File: src/rtl/multi_channel_rom_reader.sv
// multi_channel_rom_reader: N client channels share one dual-port coefficient ROM.
// A round-robin arbiter issues up to two reads per cycle (port A, port B); a tag
// pipeline tracks {valid, channel} per port and steers each word back to its requester.
module multi_channel_rom_reader #(
  parameter int              Width        = 16,
  parameter int              Depth        = 1024,
  parameter int              NumChannels  = 4,
  parameter int              ReadLatency  = 2,   // 1 or 2
  parameter logic [8*16-1:0] DeviceFamily = "Cyclone V",
  parameter logic [8*16-1:0] RamBlockType = "M10K",
  parameter logic [8*32-1:0] MIF_File     = "ROM.mif",
  localparam int AddressWidth = $clog2(Depth),
  localparam int ChW          = (NumChannels > 1) ? $clog2(NumChannels) : 1
) (
  input  logic                                ipClk,
  input  logic                                ipReset,
  input  logic [NumChannels-1:0]              ipValid,
  input  logic [NumChannels*AddressWidth-1:0] ipAddress,
  output logic [NumChannels-1:0]              opReady,
  output logic [NumChannels-1:0]              opValid,
  output logic [NumChannels*Width-1:0]        opData
);

  // Behavioural stand-in for the MIF image: word a = {~a[7:0], a[7:0]}, word 5 = 0xBEEF.
  function automatic logic [Width-1:0] rom_word(input logic [AddressWidth-1:0] a);
    logic [7:0]  lo;
    logic [15:0] w;
    lo = 8'(a);
    w  = {~lo, lo};
    if (a == AddressWidth'(5)) w = 16'hBEEF;
    return Width'(w);
  endfunction

  // Primitive attributes only matter to the vendor RAM; keep them referenced.
  logic unused_params;
  assign unused_params = ^{DeviceFamily, RamBlockType, MIF_File};

  logic [NumChannels-1:0][AddressWidth-1:0] addr_v;
  assign addr_v = ipAddress;

  logic [ChW-1:0]          ptr_q, ptr_nxt, last_ch, scan_idx;
  logic                    gnt_vld  [2];
  logic [ChW-1:0]          gnt_ch   [2];
  logic [AddressWidth-1:0] gnt_addr [2];
  logic                    tag_vld  [2];
  logic [ChW-1:0]          tag_ch   [2];
  logic [Width-1:0]        rom_q    [2];

  // Round-robin scan from ptr_q: first valid channel -> port A, second -> port B
  always_comb begin
    gnt_vld[0]  = 1'b0;
    gnt_vld[1]  = 1'b0;
    gnt_ch[0]   = '0;
    gnt_ch[1]   = '0;
    scan_idx    = '0;
    for (int k = 0; k < NumChannels; k++) begin
      scan_idx = ChW'((int'(ptr_q) + k) % NumChannels);
      if (ipValid[scan_idx] && !ipReset) begin
        if (!gnt_vld[0]) begin
          gnt_vld[0] = 1'b1;
          gnt_ch[0]  = scan_idx;
        end else if (!gnt_vld[1]) begin
          gnt_vld[1] = 1'b1;
          gnt_ch[1]  = scan_idx;
        end
      end
    end
    // Idle ports present address 0 (port B always idle with a single channel)
    gnt_addr[0] = gnt_vld[0] ? addr_v[gnt_ch[0]] : '0;
    gnt_addr[1] = gnt_vld[1] ? addr_v[gnt_ch[1]] : '0;
  end

  assign last_ch = gnt_vld[1] ? gnt_ch[1] : gnt_ch[0];
  assign ptr_nxt = (last_ch == ChW'(NumChannels - 1)) ? '0 : last_ch + 1'b1;

  // Pointer moves past the last granted channel; holds when nothing is granted
  always_ff @(posedge ipClk) begin
    if (ipReset)         ptr_q <= '0;
    else if (gnt_vld[0]) ptr_q <= ptr_nxt;
  end

  for (genvar p = 0; p < 2; p++) begin : g_port
    logic [AddressWidth-1:0]         addr_q;
    logic [Width-1:0]                q_q;
    logic [ReadLatency-1:0]          vld_pipe;
    logic [ReadLatency-1:0][ChW-1:0] ch_pipe;

    // ROM port: optional address register, then registered read (q lands with the last tag stage)
    always_ff @(posedge ipClk) begin
      addr_q <= gnt_addr[p];
      q_q    <= rom_word((ReadLatency == 1) ? gnt_addr[p] : addr_q);
    end

    // Tag shift register; reset drops every in-flight read
    always_ff @(posedge ipClk) begin
      if (ipReset) begin
        vld_pipe <= '0;
      end else begin
        for (int s = ReadLatency - 1; s > 0; s--) vld_pipe[s] <= vld_pipe[s-1];
        vld_pipe[0] <= gnt_vld[p];
      end
      for (int s = ReadLatency - 1; s > 0; s--) ch_pipe[s] <= ch_pipe[s-1];
      ch_pipe[0] <= gnt_ch[p];
    end

    assign tag_vld[p] = vld_pipe[ReadLatency-1];
    assign tag_ch[p]  = ch_pipe[ReadLatency-1];
    assign rom_q[p]   = q_q;
  end

  for (genvar c = 0; c < NumChannels; c++) begin : g_ch
    logic             hit_a, hit_b;
    logic [Width-1:0] data_q, data_nxt;

    assign opReady[c] = (gnt_vld[0] && gnt_ch[0] == ChW'(c)) ||
                        (gnt_vld[1] && gnt_ch[1] == ChW'(c));
    // Ports never carry the same channel together, so at most one hit per channel
    assign hit_a      = tag_vld[0] && tag_ch[0] == ChW'(c) && !ipReset;
    assign hit_b      = tag_vld[1] && tag_ch[1] == ChW'(c) && !ipReset;
    assign opValid[c] = hit_a || hit_b;
    assign data_nxt   = hit_a ? rom_q[0] : (hit_b ? rom_q[1] : data_q);
    assign opData[c*Width +: Width] = data_nxt;

    // Hold the last response word between responses
    always_ff @(posedge ipClk) begin
      if (ipReset) data_q <= '0;
      else         data_q <= data_nxt;
    end
  end

endmodule
File: config.mk
export PLATFORM = sky130hd
export DESIGN_NAME = multi_channel_rom_reader
export DESIGN_NICKNAME = d
export VERILOG_FILES = /design/src/rtl/multi_channel_rom_reader.sv
export SDC_FILE = /design/constraint.sdc
export NUM_CORES = 1
export LEC_CHECK = 0
export CORE_UTILIZATION = 40
export CTS_BUF_LIST = sky130_fd_sc_hd__clkbuf_16
export CTS_CLUSTER_DIAMETER = 100
export DETAILED_ROUTE_END_ITERATION = 6
export DONT_BUFFER_PORTS = 1
export GPL_TIMING_DRIVEN = 0
export PLACE_DENSITY_LB_ADDON = 0.3
export SLEW_MARGIN = 20
export SYNTH_ARGS = -nofsm -noshare
export SYNTH_HDL_FRONTEND = slang
export SYNTH_SLANG_ARGS = --single-unit
File: constraint.sdc
create_clock -name ipClk -period 5.4 [get_ports ipClk]
set_clock_uncertainty 0.2 [all_clocks]
set_input_delay 0.54 -clock ipClk [delete_from_list [all_inputs] [get_ports ipClk]]
set_output_delay 0.54 -clock ipClk [all_outputs]
set_load 0.01 [all_outputs]
==> impl_metrics.yaml <==
power_and_ir_drop:
  ir_drop_mv: 0.244
  p_per_area_nw_per_um2: 491
  p_leak_nw: 2.79
  finalPower_mw: 3.55
detailed_routing:
  wl_met1_microns: 7950
  drc: 0
  viasPerCell: 5.49
  drt_iter0_drc: 333
  num_vias: 5075
  drt_first_pass_iters: 5
  met3_wirelength_microns: 1760
  top_layer_used: "met4"
  ant_nets: 0
  routedWlPerCell_microns: 19.8
  wl_microns: 18300
  met2_length_microns: 8420
grt:
  grt-ovfl-total: 0
  antenna_found_initial: 0
  grt_pass1_vias: 4979
  grt_pass1_wl_microns: 28200
  grt_max_degree: 17
  gr-usage-all-layers: 0.229
clock_network:
  numCtsBuffers: 17
  cts.sinks: 130
  clockRootBuffer: "clkbuf_16"
  postCtsHoldBufs: 0
  post_cts_buffers: 0
  cts_buffer_depth: 2
  cts_tree: "yes"
  ctsResizeCount: 0
  clk_pin_slew_ps: 50
  clkLatencyLatePin_ps: 420
  htree_num_levels: 4
critical_path:
  cp.depth: 13
  ff2ff_setup_slack_ps: 2200
  cp_cell_sequence: "buf_6 > buf_6 > mux2i_1 > a2bb2oi_1 > inv_1 > ha_1 > nand2_1 > nor4_1 > o21bai_1 > nand2_1 > nand2_1 > clkbuf_1 > o22ai_1"
  setup.worst_path.end_class: "output pin"
  cp.required_ps: 4660
  cp_slowest_cell: "dfxtp_1"
  r2r_cells: 13
  critPathLaunchType: "flip-flop"
  critical-path-top-delay-family: "compound AO/OA/AOI/OAI gates"
  cp-startpoint: "ptr_q[0]$_SDFFE_PP0P_"
  r2r_start: "ptr_q[0]$_SDFFE_PP0P_"
  path_buf_inv: 4
  crit_arrival_ps: 3300
  criticalPathCategory: "flip-flop to output pin"
  rr_endpoint: "g_port[1].addr_q[0]$_SDFF_PN0_"
  worstPathMaxFanout: 10
  crit_path_end: "opReady[3]"
  crit_path_max_incr_delay_ps: 370
  cpMostUsedCell: "nand2_1"
place:
  placed_area_sq_um: 6570
  place_congestion: 0.890
  port_buffers: 0
  dp_cells: 894
  hpwlAfterDp_microns: 13400
  dpl_worst_slack_ps: 1660
logic_synthesis:
  synth_area_leaders: "dfxtp_1, mux2i_1, nor2b_1"
  ys_ff_latch: 130
  yosysUniqueCellTypes: 67
  synth_xor_area_frac: 0.00535
  syn_nets: 731
  ys_seq_area_frac: 0.412
  synth_edf_count: 0
  yosys.area.top_type_share: 0.412
  synthArstFlopShare: 0
  synth_adder_area_share: 0.00555
  syn_avg_cell_area_sq_um: 9.24
  synth_area_leader_cell: "dfxtp_1"
  synthMuxAreaShare: 0.182
  synth_compound_area_frac: 0.129
  yosysWarnings: 0
  postSynthCellCount: 683
  ys.flop_type: "dfxtp_1"
  synthSimpleGateAreaFrac: 0.204
  synth.cell_area_sq_um: 6310
  synth_top_family_by_area: "simple AND/OR/NAND/NOR gates"
finish:
  nNetsFinal: 750
  syn_to_final_growth_pct: 14.6
  final_util: 0.472
  post_layout_nonfiller_instances: 924
  drive_above_1_share: 0.135
  postLayoutCellArea_sq_um: 7230
  diodes: 0
timing:
  slew_headroom: 0.246
  rsz0062_at_grt: "no"
  hold_viol_final: 0
  tns_ps: 0
  setup_ws_ps: 1360
  finalMaxSlewViolations: 0
  fmax_ghz: 0.247
  fin_crit_ps: 4040
  hold_ws_ps: 125
  worst_pin_slew_ps: 1120
  timing.final.crit_share: 0.748
  setup_violations: 0
floorplan:
  initial_core_util: 0.412
  coreArea_sq_um: 15300
  ios: 118
  fp.dieW_microns: 128
  row_count: 45
  die_h_microns: 128
  die-area_sq_um: 16300
run_status:
  status: "completed"
flow_run:
  cap_viol_max_count: 0
min_path:
  worstHoldPathType: "flip-flop to flip-flop"
state kept, by name, indices dropped and copies added, names as in the netlist:
register,count
g_ch.data_q,64
g_port.q_q,32
g_port.addr_q,20
g_port.ch_pipe,8
ptr_q,2
g_port.vld_pipe,4
cells in the final DEF, fill, tap and decap left out, types with 5 or more instances in the layout:
cell and count:
nor4bb_1 5, o22ai_1 13, buf_2 13, nand2_1 70, bufinv_16 6, nor4_1 7, nor2_1 34, clkbuf_16 17
a211oi_2 10, a21oi_1 23, mux2_4 5, dfxtp_1 130, buf_6 7, nand2b_1 7, mux2_2 8, inv_1 22
o21ai_0 50, clkbuf_1 32, mux2i_1 98, nor2b_1 68, nand3_1 6
cells in the mapped netlist, types with 2 or more instances:
library cell and number:
a211oi_2 10, a21boi_0 2, a21oi_1 23, a221oi_2 2
a2bb2oi_1 2, and3_1 3, buf_2 13, buf_4 3
buf_6 7, clkbuf_1 32, dfxtp_1 130, ha_1 2
inv_1 21, mux2_2 8, mux2_4 5, mux2i_1 98
nand2_1 70, nand2b_1 7, nand3_1 6, nand4_1 4
nand4b_1 3, nor2_1 34, nor2b_1 68, nor3_1 4
nor4_1 7, nor4b_1 3, nor4bb_1 6, o21ai_0 50
o22ai_1 13, o31ai_1 2, o32ai_1 2, or2_2 4
or3_1 3, or4bb_1 2, xnor2_1 2
final cells by class:
type                       instances  area [sq um]
clock buffer                      17           425
buffer                            56           302
tap                              211           264
multi-input combinational        474          3330
inverter                          23          86.3
sequential                       130          2600
fill                            1494          8090
clock inverter                    13           218
cell families (layout without fill, tap and decap cells):
kind of cell	Yosys count	count (layout)
mux	111	111
flops	130	130
compound gates	122	122
fa+ha+maj	3	3
simple gates	235	235
xor+xnor	3	3
buf+inv	79	109
power breakdown:
group | internal (mW) | switching, mW
Combinational | 0.381 | 0.561
Clock | 0.853 | 0.403
Sequential | 1.16 | 0.186
Total | 2.40 | 1.15
metal layers:
metal  GRT usage  vias to the layer above
li1            -                     2412
met1       0.305                     2390
met2       0.360                      253
met3      0.0691                       20
met4      0.0595                        0
met5           0                        -
worst min-delay path by stage:
stage                            startpoint                      endpoint  slack [ps]  depth (start not counted)
2_1_floorplan  g_port[0].ch_pipe[0]$_DFF_P_  g_port[0].ch_pipe[2]$_DFF_P_         110                          0
5_1_grt        g_port[1].ch_pipe[1]$_DFF_P_  g_port[1].ch_pipe[3]$_DFF_P_         130                          0
6_report       g_port[1].ch_pipe[1]$_DFF_P_  g_port[1].ch_pipe[3]$_DFF_P_         130                          0
3_5_place_dp   g_port[1].ch_pipe[1]$_DFF_P_  g_port[1].ch_pipe[3]$_DFF_P_         110                          0
4_1_cts        g_port[1].ch_pipe[1]$_DFF_P_  g_port[1].ch_pipe[3]$_DFF_P_         130                          0
3_3_place_gp   g_port[1].ch_pipe[0]$_DFF_P_  g_port[1].ch_pipe[2]$_DFF_P_         120                          0
(Power assumes the default switching activity.)
